File: src/rtl/clb_gen.sv
// Configurable logic block generator: NCELL LUT_K-input cells with a registered
// output each, programmed through a serial configuration shift register.
module clb_gen #(
  parameter int LUT_K = 4,
  parameter int NCELL = 2
) (
  input  logic                     K,
  input  logic                     RN,
  input  logic                     CFG_CLR,
  input  logic                     CFG_EN,
  input  logic                     CFG_DIN,
  output logic                     CFG_DONE,
  input  logic [NCELL*LUT_K-1:0]   IN,
  input  logic [NCELL-1:0]         CE,
  input  logic [NCELL-1:0]         SR,
  output logic [NCELL-1:0]         X,
  output logic [NCELL-1:0]         Q
);

  localparam int NLUT     = 1 << LUT_K;
  localparam int CB       = NLUT + 4;
  localparam int CFG_LEN  = NCELL * CB;
  localparam int CW       = $clog2(CFG_LEN + 1);
  // Bit offsets of the control fields inside one cell's config field.
  localparam int OUTSEL_B = NLUT;
  localparam int FBSEL_B  = NLUT + 1;
  localparam int SRVAL_B  = NLUT + 2;
  localparam int INIT_B   = NLUT + 3;

  typedef enum logic [1:0] {
    UNCONF = 2'd0,
    LOAD   = 2'd1,
    ACTIVE = 2'd2
  } state_t;

  state_t               state_q, state_d;
  logic [CW-1:0]        cnt_q, cnt_d;
  logic [CFG_LEN-1:0]   cfg_q, cfg_d;
  logic [NCELL-1:0]     q_q, q_d;
  logic [NCELL-1:0]     f;
  logic                 accept;
  logic                 enter;
  logic                 active;

  // A config bit is taken only while not yet configured; clear wins over enable.
  assign accept = CFG_EN && !CFG_CLR && (state_q != ACTIVE);
  // The bit that completes the stream moves us to ACTIVE on this very edge.
  assign enter  = (state_q == LOAD) && accept && (cnt_q == CW'(CFG_LEN - 1));

  // State, bit counter and config store; reset discards any configuration.
  always_ff @(posedge K or negedge RN) begin
    if (!RN) begin
      state_q <= UNCONF;
      cnt_q   <= '0;
      cfg_q   <= '0;
    end else begin
      state_q <= state_d;
      cnt_q   <= cnt_d;
      cfg_q   <= cfg_d;
    end
  end

  // Next state: serial shift (first bit lands at bit 0), counting and clear.
  always_comb begin
    state_d = state_q;
    cnt_d   = cnt_q;
    cfg_d   = cfg_q;
    if (accept) begin
      cfg_d = {CFG_DIN, cfg_q[CFG_LEN-1:1]};
    end
    if (CFG_CLR) begin
      state_d = UNCONF;
      cnt_d   = '0;
    end else begin
      case (state_q)
        UNCONF: begin
          if (CFG_EN) begin
            state_d = LOAD;
            cnt_d   = CW'(1);
          end
        end
        LOAD: begin
          if (CFG_EN) begin
            cnt_d = cnt_q + 1'b1;
            if (enter) begin
              state_d = ACTIVE;
            end
          end
        end
        default: begin
        end
      endcase
    end
  end

  // FSM outputs decode only the registered state, so CFG_DONE has no input path.
  always_comb begin
    active   = (state_q == ACTIVE);
    CFG_DONE = active;
  end

  // Cell register next values: INIT on entry (using the just-completed config),
  // then SR over CE over hold; forced to zero whenever not ACTIVE.
  always_comb begin
    q_d = '0;
    for (int i = 0; i < NCELL; i++) begin
      if (CFG_CLR) begin
        q_d[i] = 1'b0;
      end else if (enter) begin
        q_d[i] = cfg_d[i*CB + INIT_B];
      end else if (active) begin
        if (SR[i]) begin
          q_d[i] = cfg_q[i*CB + SRVAL_B];
        end else if (CE[i]) begin
          q_d[i] = f[i];
        end else begin
          q_d[i] = q_q[i];
        end
      end else begin
        q_d[i] = 1'b0;
      end
    end
  end

  // Cell output registers.
  always_ff @(posedge K or negedge RN) begin
    if (!RN) begin
      q_q <= '0;
    end else begin
      q_q <= q_d;
    end
  end

  // Per-cell LUT lookup and output mux; each cell only sees its own field/inputs.
  for (genvar gi = 0; gi < NCELL; gi++) begin : g_cell
    logic [NLUT-1:0]  lut;
    logic [LUT_K-1:0] addr;
    logic             fb_bit;

    assign lut    = cfg_q[gi*CB +: NLUT];
    assign fb_bit = cfg_q[gi*CB + FBSEL_B] ? q_q[gi] : IN[gi*LUT_K];
    assign addr   = {IN[gi*LUT_K + 1 +: LUT_K - 1], fb_bit};
    assign f[gi]  = lut[addr];
    assign X[gi]  = active & (cfg_q[gi*CB + OUTSEL_B] ? q_q[gi] : f[gi]);
  end

  assign Q = q_q;

endmodule

File: config.mk
export PLATFORM = sky130hd
export DESIGN_NAME = clb_gen
export DESIGN_NICKNAME = d
export VERILOG_FILES = /design/src/rtl/clb_gen.sv
export SDC_FILE = /design/constraint.sdc
export NUM_CORES = 1
export LEC_CHECK = 0
export ABC_CLOCK_PERIOD_IN_PS = 2200
export CORE_MARGIN = 2
export CORE_UTILIZATION = 51
export CTS_BUF_LIST = sky130_fd_sc_hd__clkbuf_16
export CTS_CLUSTER_DIAMETER = 80
export DETAILED_ROUTE_END_ITERATION = 8
export DONT_BUFFER_PORTS = 1
export GPL_TIMING_DRIVEN = 0
export PLACE_DENSITY = 0.7
export REMOVE_ABC_BUFFERS = 1
export SLEW_MARGIN = 20
export SYNTH_ARGS = -nofsm -noshare
export SYNTH_HDL_FRONTEND = slang
export SYNTH_SLANG_ARGS = --single-unit
export TNS_END_PERCENT = 20
File: constraint.sdc
create_clock -name K -period 2.2 [get_ports K]
set_clock_uncertainty 0.05 [all_clocks]
set_input_delay 0.22 -clock K [delete_from_list [all_inputs] [get_ports K]]
set_output_delay 0.22 -clock K [all_outputs]
set_load 0.005 [all_outputs]
### Yosys cells after proc, flatten, opt, wreduce, memory -nomap -nowiden

Cells that the tools add are included.

* register bits after elaboration: 50
* input port bits: 17
* output and inout port bits: 5
* word-level logic and storage cells: 57

* add/subtract/negate cells: 1
* $lt $le $gt $ge: 2
* eq/ne operators: 9
* muxes and demuxes: 28
* bitwise logic cells: 2
* reductions and logical operators: 9

Operator list (count)
* 40-bit two-way mux: 1
* 6-bit two-way mux: 3
* 1-bit two-way mux: 16
* 6-bit one-hot mux with 2 select lines: 1
* 4-bit by 5-bit < comparator with 1-bit output, second input constant: 2
* 5-bit != test, second input constant: 2
* 3-bit != test, second input constant: 3
* 1-bit binary-select mux with 4-bit select: 2
* 2-bit two-way mux: 4
* 6-bit by 1-bit adder with 6-bit output, second input constant: 1
* 6-bit == test, second input constant: 1
* 1-bit logical AND: 4
* 2-bit one-hot mux with 2 select lines: 1
* 4-bit AND reduction: 1
* 3-bit AND reduction: 1
* 3-bit nonzero test: 1
* 1-bit AND: 2
* 2-bit by 1-bit == test with 1-bit output, second input constant: 1
* 2-bit == test, second input constant: 1
* 2-bit zero test: 1
* 2-bit != test, second input constant: 1
* 1-bit zero test: 1

### Depth between registers and ports, before layout

* depth after elaboration: 9
* mapped depth: 7

### Worst setup path before layout

No wires, ideal clock.

* path kind: register to register
* start point: reg state_q[0]
* end point: reg cfg_q[16]
* setup time: 0.127 ns
* data arrival time: 1.601 ns
* data required time: 2.023 ns
* slack: 0.421 ns
* stages on the path, launching flop included: 8
* path buffers: 3
* clock period less this slack: 1.779 ns
* cell sequence: dfrtp_1 -> buf_2 -> nand2b_4 -> inv_2 -> nor3b_4 -> buf_4 -> buf_6 -> mux2_1

* word-level cells in the longest chain between the ends: 2

Ends and longest elaborated chain
* start, declared: line 36 `state_t state_q, state_d;`
* start signal, assigned: line 57 `state_q <= state_d;`
* 2-bit != test: line 46 `assign accept = CFG_EN && !CFG_CLR && (state_q != ACTIVE);`
* 1-bit logical AND: line 46
* end signal, assigned: line 59 `cfg_q <= cfg_d;`
* end, declared: line 38 `logic [CFG_LEN-1:0] cfg_q, cfg_d;`

No other way between the ends.
A chain may end at the register's enable or synchronous reset.

### Worst setup path after layout

* start point: reg cfg_q[17]
* end point: out X[0]

* word-level cells in the longest chain between the ends: 5

Ends and longest elaborated chain
* 1-bit two-way mux: line 141 `assign fb_bit = cfg_q[gi*CB + FBSEL_B] ? q_q[gi] : IN[gi*LUT_K];`
* 1-bit binary-select mux with 4-bit select: line 143 `assign f[gi] = lut[addr];`
* 1-bit two-way mux (implied by the code): line 143
* 1-bit two-way mux: line 144 `assign X[gi] = active & (cfg_q[gi*CB + OUTSEL_B] ? q_q[gi] : f[gi]);`
* 1-bit AND: line 144
* end, declared: line 16 `output logic [NCELL-1:0] X,`

No other way between the ends. The select of a mux whose other input is x is not followed.

==> flow_summary.yaml <==
critical_path:
  r2r_setup_slack_ns: 0.14
  cp-end-kind: "output port"
  critical_path.slowest_cell: "dfrtp_1"
  critical_path_arrival_ns: 1.95
  r2r-end: "Q[1]"
  cp-start-kind: "flip-flop"
  worstPathMaxFanout: 7
  cp_common_cell: "nor2_1"
  crit_type: "flip-flop to output port"
  max_stage_delay_ns: 0.43
  crit_buf_inv: 0
  cp_cell_sequence: "mux2i_4 > mux4_2 > o22ai_2 > nor2_1 > a22oi_1 > nor2_1"
  critPathRequiredTime_ns: 1.93
  r2r-start: "state_q[0]"
  reg2regPathDepth: 8
  crit_family: "multiplexers"
die:
  start_util_pct: 52.8
  dieArea_um2: 5430
  core_area_um2: 4690
  die_h_um: 73.7
  die_w_um: 73.7
  top_level_ports: 22
  fp-row-count: 25
pwr:
  cellPowerDensity_nw_per_um2: 795
  p_int_uw: 1650
  p_sw_uw: 539
  cellLeakagePower_uw: 0.00128
  comb_power_share_pct: 14.5
  ir_drop_v: 0.000544
  p_sw_share_pct: 24.6
  pwr-share-seq_pct: 52.9
  p_clk_share_pct: 32.6
yosys:
  synth_edf_count: 0
  post_synth_main_area_contributors: "dfrtp_1, mux2_1, mux4_2"
  synthFlopType: "dfrtp_1"
  ys_ff_latch: 50
  synth_top_area_cell: "dfrtp_1"
  yosys.cell_types.count: 40
  ys_seq_area_share_pct: 50.5
  yosysTopAreaCellShare_pct: 50.5
  async_reset_ff_share_pct: 100
  yosys_warnings: 0
  syn_area_um2: 2480
  syn_avg_cell_area_um2: 13.0
  postSynthCellCount: 191
layout:
  drive_gt1_share_pct: 17.4
  utilization_pct: 58.7
  final_nets: 218
  area_growth_pct: 11.2
  final_cell_mix: "dfrtp_1, mux2_1, nor2_1"
  n_antenna_cell: 0
  fill_cells: 372
  final_common_cell: "dfrtp_1"
drt:
  antenna_left: 0
  wirelength_um: 4320
  vias: 1535
  viasPerCell: 6.02
  drc: 0
  drt-initial-drc-count: 64
  wl_per_cell_um: 16.9
  dr.pass1.iters: 4
outcome:
  status: "finished, violations left"
  violations: "negative setup slack"
sta:
  finalHoldViolations: 0
  drv_slew: 0
  whs_ns: 0.0674
  rsz0062_at_grt: "yes"
  worst_pin_slew_ns: 0.412
  period_needed_ns: 2.22
  setup_ws_ns: -0.0196
  fmax_mhz: 451
  period_share_pct: 101
  fin_tns_setup_ns: -0.0196
  setup_viol: 1
  slew_headroom_pct: 72.5
global_routing:
  antenna_found_initial: 0
  grt_usage_pct: 17.6
  grt-ovfl-total: 0
  grt_max_degree: 51
  grt_pass1_wl_um: 7280
  grt_pass1_vias: 1628
cts:
  cts_tree: "done"
  cts.sinks: 50
  insertion_delay_ns: 0.28
  htreeDepth: 2
  cts-root-buf: "clkbuf_16"
  numCtsBuffers: 5
  path_clk_slew_ns: 0.06
  clock_path_buffers: 2
worst_hold_path:
  hp-start: "CFG_DIN"
  hp-class: "input pin to flip-flop"
  min_path_cells: 2
  worst_hold_path.endpoint: "cfg_q[39]"
run:
  drv_cap: 0
placement:
  gp_congestion: 0.730
  portBuffers: 0
  hpwl_um: 3040
  pre_cts_slack_ns: -0.266
==> routing by layer <==
layer / track usage [%] / routed length, µm / vias up
met5: 0 / 0 / -
met4: 6.46 / 93 / 0
met3: 4.94 / 138 / 11
met2: 29.2 / 2190 / 17
met1: 21.8 / 1890 / 783
li1: - / - / 724
==> state kept, by name, indices dropped and copies added, names as in the netlist <==
name / count
cfg_q: 40
cnt_q: 6
Q: 2
state_q: 2
==> cells by family (layout without fill, tap and decap cells) <==
| kind of cell | count (synthesis) | count (layout) | synth area share, % |
|---|---|---|---|
| AO/OA/AOI/OAI | 30 | 30 | 9.15 |
| multiplexers | 50 | 50 | 25.2 |
| XOR/XNOR | 1 | 1 | 0.354 |
| AND/OR/NAND/NOR | 46 | 46 | 11.1 |
| buffers and inverters | 13 | 23 | 3.23 |
| adder cells (fa/ha/maj) | 1 | 1 | 0.505 |
| flip-flops | 50 | 50 | 50.5 |
==> worst register-to-register path, cell delays in order, from the launching register on <==
cell and delay (ns):
dfrtp_2 0.44, nand2b_4 0.21, inv_2 0.09, nor3b_4 0.23, buf_6 0.19, buf_8 0.16, buf_6 0.16, mux2i_1 0.12
a2111oi_2 0.30
==> how the worst max path moves through the flow <==
stage | start | end | cells past startpoint
3_3_place_gp | state_q[0] | Q[1] | 5
3_5_place_dp | state_q[0] | Q[1] | 8
6_report | cfg_q[17] | X[0] | 6
5_1_grt | cfg_q[17] | X[0] | 6
2_1_floorplan | state_q[0] | Q[0] | 5
4_1_cts | cfg_q[37] | X[1] | 6
==> synthesized netlist by cell type, types with 3 or more instances <==
cell and number:
o21ai_0 5, a22oi_1 3, nor2_1 10, a21o_1 3
buf_6 3, mux2_1 38, mux2i_1 6, dfrtp_1 50
inv_1 4, nand2_1 9, mux4_2 4, a21oi_1 5
buf_2 4, nand3_1 8
==> through the flow <==
step | area, µm² | total power (µW) | std cells
global placement | 2480 | 1410 | 237
detailed placement | 2520 | 1440 | 240
CTS | 2720 | 2200 | 252
global route | 2750 | 2300 | 255
finish | 2750 | 2190 | 255
floorplan | 2410 | 1370 | 183
==> final cells by class <==
type	count	area, µm²	area share, %
Multi-Input combinational cell	128	1160	42.1
Clock buffer	5	125	4.54
Inverter	5	18.8	0.682
Clock inverter	3	12.5	0.454
Sequential cell	50	1250	45.5
Tap cell	54	67.6	2.45
Timing Repair Buffer	10	119	4.32
==> power groups by stage <==
stage	Sequential, µW	Clock [µW]	Combinational (µW)
after floorplan	1140	0	225
after global placement	1160	0	248
after detailed placement	1180	0	266
after CTS	1160	731	307
after global routing	1180	771	347
final	1160	713	317
==> what timing repair did <==
item                                   4_1_cts  5_1_grt
hold buffers                                 3        0
setup buffers                                1        3
gates resized for setup                      1        3
pin swaps                                    3        4
setup endpoints to repair                   25       13
endpoints found under the hold margin       57        0
(Power assumes the default switching activity.)
